[src/rtl/imm_gen_pkg.sv]
// Shared opcode constants and immediate-format encoding for the decode-stage immediate generator.
package imm_gen_pkg;

    localparam logic [6:0] OP_R      = 7'b0110011;
    localparam logic [6:0] OP_IMM    = 7'b0010011;
    localparam logic [6:0] OP_LOAD   = 7'b0000011;
    localparam logic [6:0] OP_JALR   = 7'b1100111;
    localparam logic [6:0] OP_STORE  = 7'b0100011;
    localparam logic [6:0] OP_BRANCH = 7'b1100011;
    localparam logic [6:0] OP_LUI    = 7'b0110111;
    localparam logic [6:0] OP_AUIPC  = 7'b0010111;
    localparam logic [6:0] OP_JAL    = 7'b1101111;

    localparam logic [2:0] F3_SLL = 3'b001;
    localparam logic [2:0] F3_SRX = 3'b101;

    typedef enum logic [2:0] {
        FMT_NONE  = 3'd0,
        FMT_I     = 3'd1,
        FMT_S     = 3'd2,
        FMT_B     = 3'd3,
        FMT_U     = 3'd4,
        FMT_J     = 3'd5,
        FMT_SHAMT = 3'd6
    } fmt_t;

endpackage

[src/rtl/imm_decode.sv]
// Combinational RV32I immediate decoder: instruction -> sign-extended immediate, format, illegal flag.
// Every immediate is built as a 32-bit signed value, then sign-extended to XLEN by a size cast.
module imm_decode
    import imm_gen_pkg::*;
#(
    parameter int XLEN = 32
) (
    input  logic [31:0]     instr_i,
    output logic [XLEN-1:0] imm_o,
    output fmt_t            fmt_o,
    output logic            illegal_o
);

    if (XLEN != 32 && XLEN != 64) begin : g_bad_xlen
        $error("imm_decode: XLEN must be 32 or 64");
    end

    logic [6:0]         opcode;
    logic [2:0]         funct3;
    logic               s;
    logic [5:0]         shamt;
    logic signed [31:0] imm32;

    assign opcode = instr_i[6:0];
    assign funct3 = instr_i[14:12];
    assign s      = instr_i[31];
    // RV64 shifts use a 6-bit shamt; bit 30 (arith select) never leaks in.
    assign shamt  = (XLEN == 64) ? instr_i[25:20] : {1'b0, instr_i[24:20]};

    always_comb begin
        imm32     = '0;
        fmt_o     = FMT_NONE;
        illegal_o = 1'b0;
        case (opcode)
            OP_R: ;
            OP_IMM: begin
                if (funct3 == F3_SLL || funct3 == F3_SRX) begin
                    fmt_o = FMT_SHAMT;
                    imm32 = {26'b0, shamt};
                end else begin
                    fmt_o = FMT_I;
                    imm32 = {{20{s}}, instr_i[31:20]};
                end
            end
            OP_LOAD, OP_JALR: begin
                fmt_o = FMT_I;
                imm32 = {{20{s}}, instr_i[31:20]};
            end
            OP_STORE: begin
                fmt_o = FMT_S;
                imm32 = {{20{s}}, instr_i[31:25], instr_i[11:7]};
            end
            OP_BRANCH: begin
                fmt_o = FMT_B;
                imm32 = {{20{s}}, instr_i[7], instr_i[30:25], instr_i[11:8], 1'b0};
            end
            OP_LUI, OP_AUIPC: begin
                fmt_o = FMT_U;
                imm32 = {instr_i[31:12], 12'b0};
            end
            OP_JAL: begin
                fmt_o = FMT_J;
                imm32 = {{12{s}}, instr_i[19:12], instr_i[20], instr_i[30:21], 1'b0};
            end
            default: illegal_o = 1'b1;
        endcase
    end

    assign imm_o = XLEN'(imm32);

endmodule

[src/rtl/imm_gen_stage.sv]
// Decode-stage immediate generator with a 2-entry skid buffer; valid/ready on both sides, sync flush.
// in_ready_o depends only on the occupancy count, so upstream never sees a combinational path from out_ready_i.
module imm_gen_stage
    import imm_gen_pkg::*;
#(
    parameter int XLEN = 32
) (
    input  logic            clk_i,
    input  logic            rst_i,
    input  logic            flush_i,
    input  logic            in_valid_i,
    output logic            in_ready_o,
    input  logic [31:0]     instr_i,
    output logic            out_valid_o,
    input  logic            out_ready_i,
    output logic [31:0]     instr_o,
    output logic [XLEN-1:0] imm_o,
    output fmt_t            fmt_o,
    output logic            illegal_o
);

    logic [XLEN-1:0] dec_imm;
    fmt_t            dec_fmt;
    logic            dec_ill;

    imm_decode #(.XLEN(XLEN)) u_decode (
        .instr_i   (instr_i),
        .imm_o     (dec_imm),
        .fmt_o     (dec_fmt),
        .illegal_o (dec_ill)
    );

    logic [1:0]      count_q, count_d;
    logic [31:0]     hd_instr_q, hd_instr_d, tl_instr_q, tl_instr_d;
    logic [XLEN-1:0] hd_imm_q, hd_imm_d, tl_imm_q, tl_imm_d;
    fmt_t            hd_fmt_q, hd_fmt_d, tl_fmt_q, tl_fmt_d;
    logic            hd_ill_q, hd_ill_d, tl_ill_q, tl_ill_d;
    logic            push, pop;

    assign in_ready_o  = (count_q != 2'd2);
    assign out_valid_o = (count_q != 2'd0);
    assign push        = in_valid_i && in_ready_o;
    assign pop         = out_valid_o && out_ready_i;

    always_comb begin
        count_d    = count_q;
        hd_instr_d = hd_instr_q;
        hd_imm_d   = hd_imm_q;
        hd_fmt_d   = hd_fmt_q;
        hd_ill_d   = hd_ill_q;
        tl_instr_d = tl_instr_q;
        tl_imm_d   = tl_imm_q;
        tl_fmt_d   = tl_fmt_q;
        tl_ill_d   = tl_ill_q;
        if (flush_i) begin
            count_d = 2'd0;
        end else if (push && (pop || count_q == 2'd0)) begin
            // Empty, or the only entry leaves this cycle: new entry lands in the head.
            hd_instr_d = instr_i;
            hd_imm_d   = dec_imm;
            hd_fmt_d   = dec_fmt;
            hd_ill_d   = dec_ill;
            count_d    = 2'd1;
        end else if (push) begin
            tl_instr_d = instr_i;
            tl_imm_d   = dec_imm;
            tl_fmt_d   = dec_fmt;
            tl_ill_d   = dec_ill;
            count_d    = 2'd2;
        end else if (pop) begin
            if (count_q == 2'd2) begin
                hd_instr_d = tl_instr_q;
                hd_imm_d   = tl_imm_q;
                hd_fmt_d   = tl_fmt_q;
                hd_ill_d   = tl_ill_q;
            end
            count_d = count_q - 2'd1;
        end
    end

    always_ff @(posedge clk_i or posedge rst_i) begin
        if (rst_i) begin
            count_q    <= 2'd0;
            hd_instr_q <= '0;
            hd_imm_q   <= '0;
            hd_fmt_q   <= FMT_NONE;
            hd_ill_q   <= 1'b0;
            tl_instr_q <= '0;
            tl_imm_q   <= '0;
            tl_fmt_q   <= FMT_NONE;
            tl_ill_q   <= 1'b0;
        end else begin
            count_q    <= count_d;
            hd_instr_q <= hd_instr_d;
            hd_imm_q   <= hd_imm_d;
            hd_fmt_q   <= hd_fmt_d;
            hd_ill_q   <= hd_ill_d;
            tl_instr_q <= tl_instr_d;
            tl_imm_q   <= tl_imm_d;
            tl_fmt_q   <= tl_fmt_d;
            tl_ill_q   <= tl_ill_d;
        end
    end

    assign instr_o   = hd_instr_q;
    assign imm_o     = hd_imm_q;
    assign fmt_o     = hd_fmt_q;
    assign illegal_o = hd_ill_q;

endmodule
[config.mk]
export PLATFORM = sky130hd
export DESIGN_NAME = imm_gen_stage
export DESIGN_NICKNAME = d
export VERILOG_FILES = /design/src/rtl/imm_gen_pkg.sv /design/src/rtl/imm_decode.sv /design/src/rtl/imm_gen_stage.sv
export SDC_FILE = /design/constraint.sdc
export NUM_CORES = 1
export LEC_CHECK = 0
export ABC_AREA = 1
export CAP_MARGIN = 20
export CORE_AREA = 3 3 142 117
export DETAILED_ROUTE_END_ITERATION = 6
export DIE_AREA = 0 0 145 120
export GPL_TIMING_DRIVEN = 0
export PLACE_DENSITY = 0.81
export SYNTH_ARGS = -nofsm -noshare
export SYNTH_HDL_FRONTEND = slang
export SYNTH_SLANG_ARGS = --single-unit
[constraint.sdc]
create_clock -name clk_i -period 10.45 [get_ports clk_i]
set_input_delay 2.6125 -clock clk_i [delete_from_list [all_inputs] [get_ports clk_i]]
set_output_delay 2.6125 -clock clk_i [all_outputs]
set_load 0.01 [all_outputs]
* Word level (Yosys, flattened, before mapping)
Index checks and enable logic that the tools add are counted.
Cells by class: bitwise operators 2, muxes and demuxes 25, reductions and logical operators 15, add/sub/neg operators 1, equal/unequal tests 14
Operators by type and width (number):
- 32-bit 2-to-1 mux | 9
- 32-bit one-hot mux with 6 select lines | 1
- 7-bit by 6-bit equality test with 1-bit output (second input constant) | 3
- 7-bit equality test (second input constant) | 3
- 3-bit one-hot mux with 6 select lines | 1
- 3-bit 2-to-1 mux | 5
- 7-bit by 5-bit equality test with 1-bit output (second input constant) | 2
- 9-bit OR reduction | 1
- 2-bit 2-to-1 mux | 4
- 7-bit by 2-bit equality test with 1-bit output (second input constant) | 1
- 2-bit nonzero test | 3
- 1-bit 2-to-1 mux | 5
- 4-bit AND reduction | 1
- 4-bit nonzero test | 1
- 2-bit OR reduction | 2
- 3-bit by 1-bit equality test with 1-bit output (second input constant) | 1
- 3-bit equality test (second input constant) | 1
- 1-bit logical AND | 3
- 3-bit AND reduction | 1
- 2-bit equality test (second input constant) | 1
- 2-bit logical NOT | 1
- 1-bit logical OR | 2
- 2-bit by 1-bit != test with 1-bit output (second input constant) | 1
- 2-bit != test (second input constant) | 1
- other kinds (2) | 3
Word-level totals: register bits after elaboration 138, output and inout bits 70, bits of input ports 37, logic and storage cells 66

* Logic depth before layout (Yosys ltp)
Gate-level depths: netlist of run 1.
depth after elaboration 6, depth in mapped cells 13, gate-level depth less buffers 11

* Modules after synthesis
A second synthesis of run 1 with hierarchy kept.
Unflattened totals: cell total of the unflattened synthesis 1053, area, all modules 7377.1 µm²
Modules (own cells, without submodules):
- imm_gen_stage | cells each 822, seq. area each 3453.3 µm², area an instance 6203.4 µm², instances 1
- imm_decode | cells each 231, seq. area each 0.0 µm², area an instance 1173.6 µm², instances 1

* Least setup slack after synthesis of run 1
Ideal clock, no wire load.
path type input port to flip-flop, start input out_ready_i, end register hd_imm_q[10] (netlist: imm_o[10]), data required time 10.333 ns, cell stages on the path 8, path slack 6.737 ns, buffers on the path 2, arrival 3.596 ns, setup time 0.117 ns, path through nor2_1 nor2_4 inv_2 buf_2 clkbuf_1 a21oi_1 nand2_1 nand2_1
Between the ends: word-level cells in the longest chain between the ends 5, elaborated cells on any way between the ends 8, those cells by class eq/ne (1); mux (1); reduce/logical (6)
Ends and longest elaborated chain:
- from (decl) | RTL line imm_gen_stage.sv:15 | input logic out_ready_i,
- 1-bit logical AND (*) | RTL line imm_gen_stage.sv:43 | assign pop = out_valid_o && out_ready_i;
- 1-bit logical OR | RTL line imm_gen_stage.sv:57 | end else if (push && (pop || count_q == 2'd0)) begin
- 1-bit logical AND | RTL line imm_gen_stage.sv:57
- 2-bit by 1-bit != test with 1-bit output (no line) or 2-bit nonzero test (tied branches)
- 4-bit AND reduction (no line)
- to (signal assigned) | RTL line imm_gen_stage.sv:95 | hd_imm_q <= hd_imm_d;
- to (decl) | RTL line imm_gen_stage.sv:35 | logic [XLEN-1:0] hd_imm_q, hd_imm_d, tl_imm_q, tl_imm_d;
Every way passes the cells marked *; elsewhere a longest branch is shown, timed or not. A chain may end at the register's enable or synchronous reset.

* Final worst setup path of run 1
start input out_ready_i, end register hd_imm_q[13] (netlist: imm_o[13])
Same word-level chain as after synthesis.

==> metrics, run 1 <==
GPL Wtd Cong approximately 0.96; clock power share 26.5%; grt ovf 0; Worst setup EP type flip-flop; Ports approximately 110; crit path from out_ready_i; Antenna Nets Post-Route 0; Netlist cell types 22; syn avg cell area 7.30 sq um; global-route wire length before repair 34.0 mm; fmax between 200 and 250 MHz; Mapped Cells ~960; Row Count 41; Core Footprint about 15000 sq um; WP data required roughly 11000 ps; htree depth 4; Max-slew headroom ~58%; final setup fails 0; vias 6876; Tightest Hold Check Type flip-flop to flip-flop; CTS resizes 0; status finished clean; DRC 0; Synth Register Bits 138; critical path's largest stage delay 510 ps; Startpoint Class primary input; Clock Latency Late Sink roughly 420 ps; Peak VDD IR 0.148 mV; Sink Count between 100 and 150; Setup CP Type primary input to flip-flop; Leak Pwr about 0.0045 uW; largest net degree at the start of global routing between 70 and 80; Pint between 1500 and 2000 uW; postcts setup bufs 0; combinational power share ~36%; clock-pin transition on the worst setup and hold timing paths 60 ps; final setup TNS 0 ps; share of cells above drive strength 1 7.38%; Max FO, Critical Path 10; Slew @ Worst Pin about 630 ps; wire length per cell 15.9 um; clock buffer depth 2; port bufs 106; Clock Skews about 7 ps; # hold bufs at CTS 0; Die Ht between 100 and 150 um; dpl hpwl approximately 15 mm; Root Driver clkbuf_16; Die Area 17400 sq um; fin crit period between 4000 and 5000 ps; fin crit share 41.2%; ANT cells 0; Starting DRT DRC Count 775; Switching Share 34.6%; main area contributors after synthesis dfrtp_1 (49%), nand2_1 (20%), nand3_1 (6.7%), nor2_1 (4.9%), a21oi_1 (3.2%); crit-path most repeated cell nand2_1; Die X approximately 150 um; share of the yosys chip area belonging to registers 49.4%; Max Cap Viol 0; Starting Density a little under half; synth warn 0; Worst R2R Start count_q[0]; fin. max-slew vios 0; P_sw approximately 830 uW; Seq pwr share a little under two fifths; area leader, netlist dfrtp_1; Final Hold Viols 0; cts bufs inserted 17; RSZ-0062 raised after global routing no; TritonCTS clock tree done; placed insts around 1300; filler cell count 1401; critical path's slowest cell clkbuf_1; total global-route track usage between 20% and 30%; synth-to-layout area growth 28.5%; WP data arrival around 4600 ps; vias per std cell around 5.2; vias in the first global route about 6600; total power after layout approximately 2400 uW; final worst-path setup slack roughly 6000 ps; Synth top area share around half; final net count 1123; pre-CTS setup slack between 5000 and 6000 ps; antenna violations before repair 0; Hold Path Origin tl_instr_q[10]; critical path cell sequence clkdlybuf4s50_1 -> nor2_1 -> nor2_4 -> inv_2 -> nand2_1 -> nand2_2 -> clkbuf_1 -> a21oi_1 -> nand2_1 -> nand2_1; Final Util about three fifths; Syn Std Cell Area around 7000 sq um; syn nets between 900 and 1000; pwr dens around 270 nW/um^2; Total Wirelength roughly 21 mm; total iterations of the first detailed-routing run 5; Non-Filler Instances around 1300
==> final timing paths <==
path / endpoint / slack, ps / cells past startpoint
worst max-delay path: imm_o[13] / 6150 / 10
worst min-delay path: tl_instr_q[10] / 470 / 2
worst max register to register: imm_o[13] / 8140 / 11
worst min register to register: tl_instr_q[10] / 470 / 2
max in group asynchronous: imm_o[7] / 7020 / 3
min in group asynchronous: imm_o[14] / 2640 / 2
==> layout make-up <==
type / instances / area [sq um] / area share (%)
buffer: 59 / 287 / 3.19
clock buffer: 20 / 467 / 5.20
clock inverter: 12 / 160 / 1.78
inverter: 63 / 241 / 2.69
multi-input combinational: 698 / 3010 / 33.6
sequential: 138 / 3450 / 38.5
tap: 215 / 269 / 3.00
timing repair buffer: 107 / 1090 / 12.1
==> cells in the final DEF, fill, tap and decap left out, types with 25 or more instances in the layout <==
cell type        count
nand2_1            371
dfrtp_1            138
clkdlybuf4s50_1    106
nand3_1             93
nor2_1              92
inv_1               56
a21oi_1             45
a31oi_1             31
o21ai_0             28
buf_2               25
==> cells by family after synthesis <==
group,after synthesis,synth area share (%)
fa+ha+maj,2,0.358
flops,138,49.4
buf+inv,122,7.48
simple gates,572,33.3
compound gates,124,9.47
==> through the flow <==
step	area [sq um]	hold slack [ps]
floorplan	6990	442
global placement	8320	454
detailed placement	8350	458
CTS	8980	473
global route	8980	493
finish	8980	473
==> worst max-delay path, delay by kind of cell <==
| family | cells | cell delay (ps) |
|---|---|---|
| AND/OR/NAND/NOR | 6 | 860 |
| buffers and inverters | 3 | 1020 |
| AO/OA/AOI/OAI | 1 | 110 |
==> layer usage <==
metal | part of all wire [%] | up-vias | GRT usage [%]
met5 | 0 | - | 0
li1 | - | 3316 | -
met2 | 45 | 316 | 37.6
met4 | 1.4 | 0 | 7.12
met1 | 44 | 3218 | 34.1
met3 | 10 | 26 | 6.72
==> synthesized netlist by cell type <==
library cell	number
buf_2	25
nand2_2	2
inv_1	57
buf_6	2
a31oi_1	31
o211ai_1	1
clkbuf_1	21
buf_1	6
o21ai_0	28
nand3_1	93
nor2_2	2
nor2_4	5
nor2_1	92
nand2_1	371
inv_2	6
o21ai_1	19
nand4_1	6
dfrtp_1	138
ha_1	2
a21oi_1	45
buf_4	5
nor3_1	1
==> power by group through the flow <==
stage	logic, uW	clock network [uW]	registers [uW]
2_1_floorplan	408	0	936
3_3_place_gp	847	0	894
3_5_place_dp	871	0	900
4_1_cts	880	644	895
5_1_grt	974	670	921
6_report	876	639	897
==> sequential cells by signal, indices dropped and copies added (netlist names) <==
name,flops
count_q,2
tl_instr_q,32
tl_imm_q,32
illegal_o,1
tl_ill_q,1
instr_o,32
imm_o,32
fmt_o,3
tl_fmt_q,3
Note: power is estimated with default switching activity, not from simulation.
==> run 2, diff against run 1 <==
- clock period: 10.45 -> 4.25 ns (I/O delays scaled with it)
==> metrics, run 2 (same netlist as run 1, synthesis figures left out) <==
Final Util 58.1% (about the same); htree depth 4 (unchanged); CTS resizes 0 (unchanged); cts bufs inserted 17 (unchanged); DRC 0 (unchanged); vias 6926 (+0.73%); RSZ-0062 raised after global routing no; Total Wirelength 21.2 mm (+1.6%); combinational power share 37.0% (+0.7 points); Tightest Hold Check Type flip-flop to flip-flop; Leak Pwr 0.00447 uW (about the same); Clock Skews 11.5 ps (+4.53 ps); met2 usage 38.1% (+0.50 points); crit path from out_ready_i; Peak VDD IR 0.357 mV (+140%); Die Ht 120 um (unchanged); # hold bufs at CTS 0 (unchanged); P_sw 2040 uW (+140%); GPL Wtd Cong 0.941 (-2.0%); clock power share 25.3% (-1.2 points); Row Count 41 (unchanged); largest net degree at the start of global routing 43 (-46%); Non-Filler Instances 1313 (+0.076%); critical path's slowest cell clkbuf_1; Startpoint Class primary input; Max FO, Critical Path 10 (unchanged); Max Cap Viol 0 (unchanged); Hold Path Origin tl_instr_q[17]; dpl hpwl 15.1 mm (+1.2%); placed insts 1282 (+0.16%); synth-to-layout area growth 28.4% (about the same); Die Area 17400 sq um (unchanged); Starting DRT DRC Count 763 (-1.5%); fin. max-slew vios 0 (unchanged); critical path cell sequence clkdlybuf4s50_1 -> nor2_1 -> nor2_4 -> inv_2 -> nand2_1 -> nand2_2 -> clkbuf_1 -> nor2_1 -> o21ai_1 -> nand2_1; Pint 3810 uW (+140%); vias in the first global route 6632 (+0.73%); vias per std cell 5.27 (+0.65%); Max-slew headroom 58.5% (+0.85 points); postcts setup bufs 0 (unchanged); Design Area, Final 8970 sq um (about the same); clock buffer depth 2 (unchanged); Seq pwr share 37.7% (+0.5 points); Die X 145 um (unchanged); fmax approximately 360 MHz; filler cell count 1403 (+0.14%); TritonCTS clock tree done; Ports 107 (unchanged); GRT Max-Usage Layer met2; grt ovf 0 (unchanged); port bufs 106 (unchanged); wire length per cell 16.1 um (+1.6%); flop2flop setup slack 1930 ps (-6210 ps); Final Hold Viols 0 (unchanged); final setup TNS 0 ps (unchanged); fin crit period about 2800 ps; final setup fails 0 (unchanged); Root Driver clkbuf_16; Worst R2R Start count_q[0]; Slew @ Worst Pin 621 ps (-11.7 ps); Worst setup EP type flip-flop; Clock Latency Late Sink 430 ps (about the same); grt met3 use 6.83% (+0.11 points); WP data arrival 3070 ps (-1540 ps); commonest non-fill, non-tap cell in the layout nand2_1; clock-pin transition on the worst setup and hold timing paths 60 ps (about the same); Setup CP Type primary input to flip-flop; Starting Density 45.3% (unchanged); total power after layout 5860 uW (+140%); fin crit share between 60 and 70%; total iterations of the first detailed-routing run 6 (+1); WP data required 4560 ps (-6200 ps); commonest cells after routing, fill and taps aside nand2_1 (371), dfrtp_1 (138), clkdlybuf4s50_1 (106); family with the most delay on the worst path buffers and inverters; area post-placement 8380 sq um (+0.37%); Sink Count 138 (unchanged); critical path's largest stage delay 520 ps (about the same); number of buffers and inverters on the critical path 3 (unchanged); ANT cells 0 (unchanged); total global-route track usage 24.9% (+0.52 points); global-route wire length before repair 34.6 mm (+1.9%); Switching Share 34.9% (+0.27 points); antenna violations before repair 0 (unchanged); final net count 1125 (+0.18%); Antenna Nets Post-Route 0 (unchanged); pwr dens 653 nW/um^2 (+140%); status finished clean; Core Footprint 15400 sq um (unchanged); met1 GRT Util 34.8% (+0.76 points); share of cells above drive strength 1 7.38% (about the same)
==> run 2: cell types whose count changed in the layout (fill, tap and decap cells not counted), moves of 2 or more <==
| cell | change |
|---|---|
| clkinv_2 | +2 |
| buf_12 | +3 |
| clkinv_4 | +3 |
| clkinvlp_4 | -2 |
| inv_6 | -4 |
==> run 2: final timing paths <==
check | to | cells after the start
max | imm_o[0] | 10
min | tl_instr_q[17] | 2
min reg2reg | tl_instr_q[17] | 2
max reg2reg | imm_o[0] | 11
min in group asynchronous | instr_o[15] | 2
max in group asynchronous | tl_fmt_q[2] | 3
==> run 2: power by group through the flow <==
stage                     Clock (uW)  Sequential, uW  Combinational, uW
after floorplan                    0            2300               1000
after global placement             0            2200               2090
after detailed placement           0            2220               2160
after CTS                       1500            2210               2170
after global routing            1550            2280               2410
final                           1480            2210               2170
==> run 2: area by class of cell <==
type / count / area (sq um) / share of cell area, %
sequential: 138 / 3450 / 38.5
multi-input combinational: 698 / 3010 / 33.6
timing repair buffer: 109 / 1120 / 12.5
clock buffer: 21 / 470 / 5.24
buffer: 59 / 287 / 3.19
tap: 215 / 269 / 3.00
inverter: 63 / 240 / 2.68
clock inverter: 10 / 118 / 1.31
==> run 2: metal layers <==
metal  up-vias  part of all wire [%]
li1       3307                     -
met1      3255                    44
met2       327                    44
met3        37                    10
met4         0                   2.1
met5         -                     0
==> run 2: stage by stage <==
stage	hold WS (ps)	setup slack (ps)
detailed placement	459	1160
CTS	474	1480
global placement	453	230
finish	472	1490
global route	497	1380
floorplan	442	1470
==> run 2: worst min-delay path, stage by stage (launching register included) <==
cell and delay (ps):
dfrtp_1 340, nand2_1 50, nand2_1 40
==> run 3, diff against run 2 <==
- clock period: 4.25 -> 2.7 ns (I/O delays scaled with it)
==> results of run 3 <==
The final DEF is identical to that of run 2. Status: finished clean.
Among the figures that moved: setup slack after placement 1160 ps -> -3.72 ps; setup slack after layout 1490 ps -> 328 ps; register-to-register setup slack 1930 ps -> 380 ps; total power 5860 uW -> 9220 uW; worst IR drop on VDD 0.357 mV -> 0.562 mV
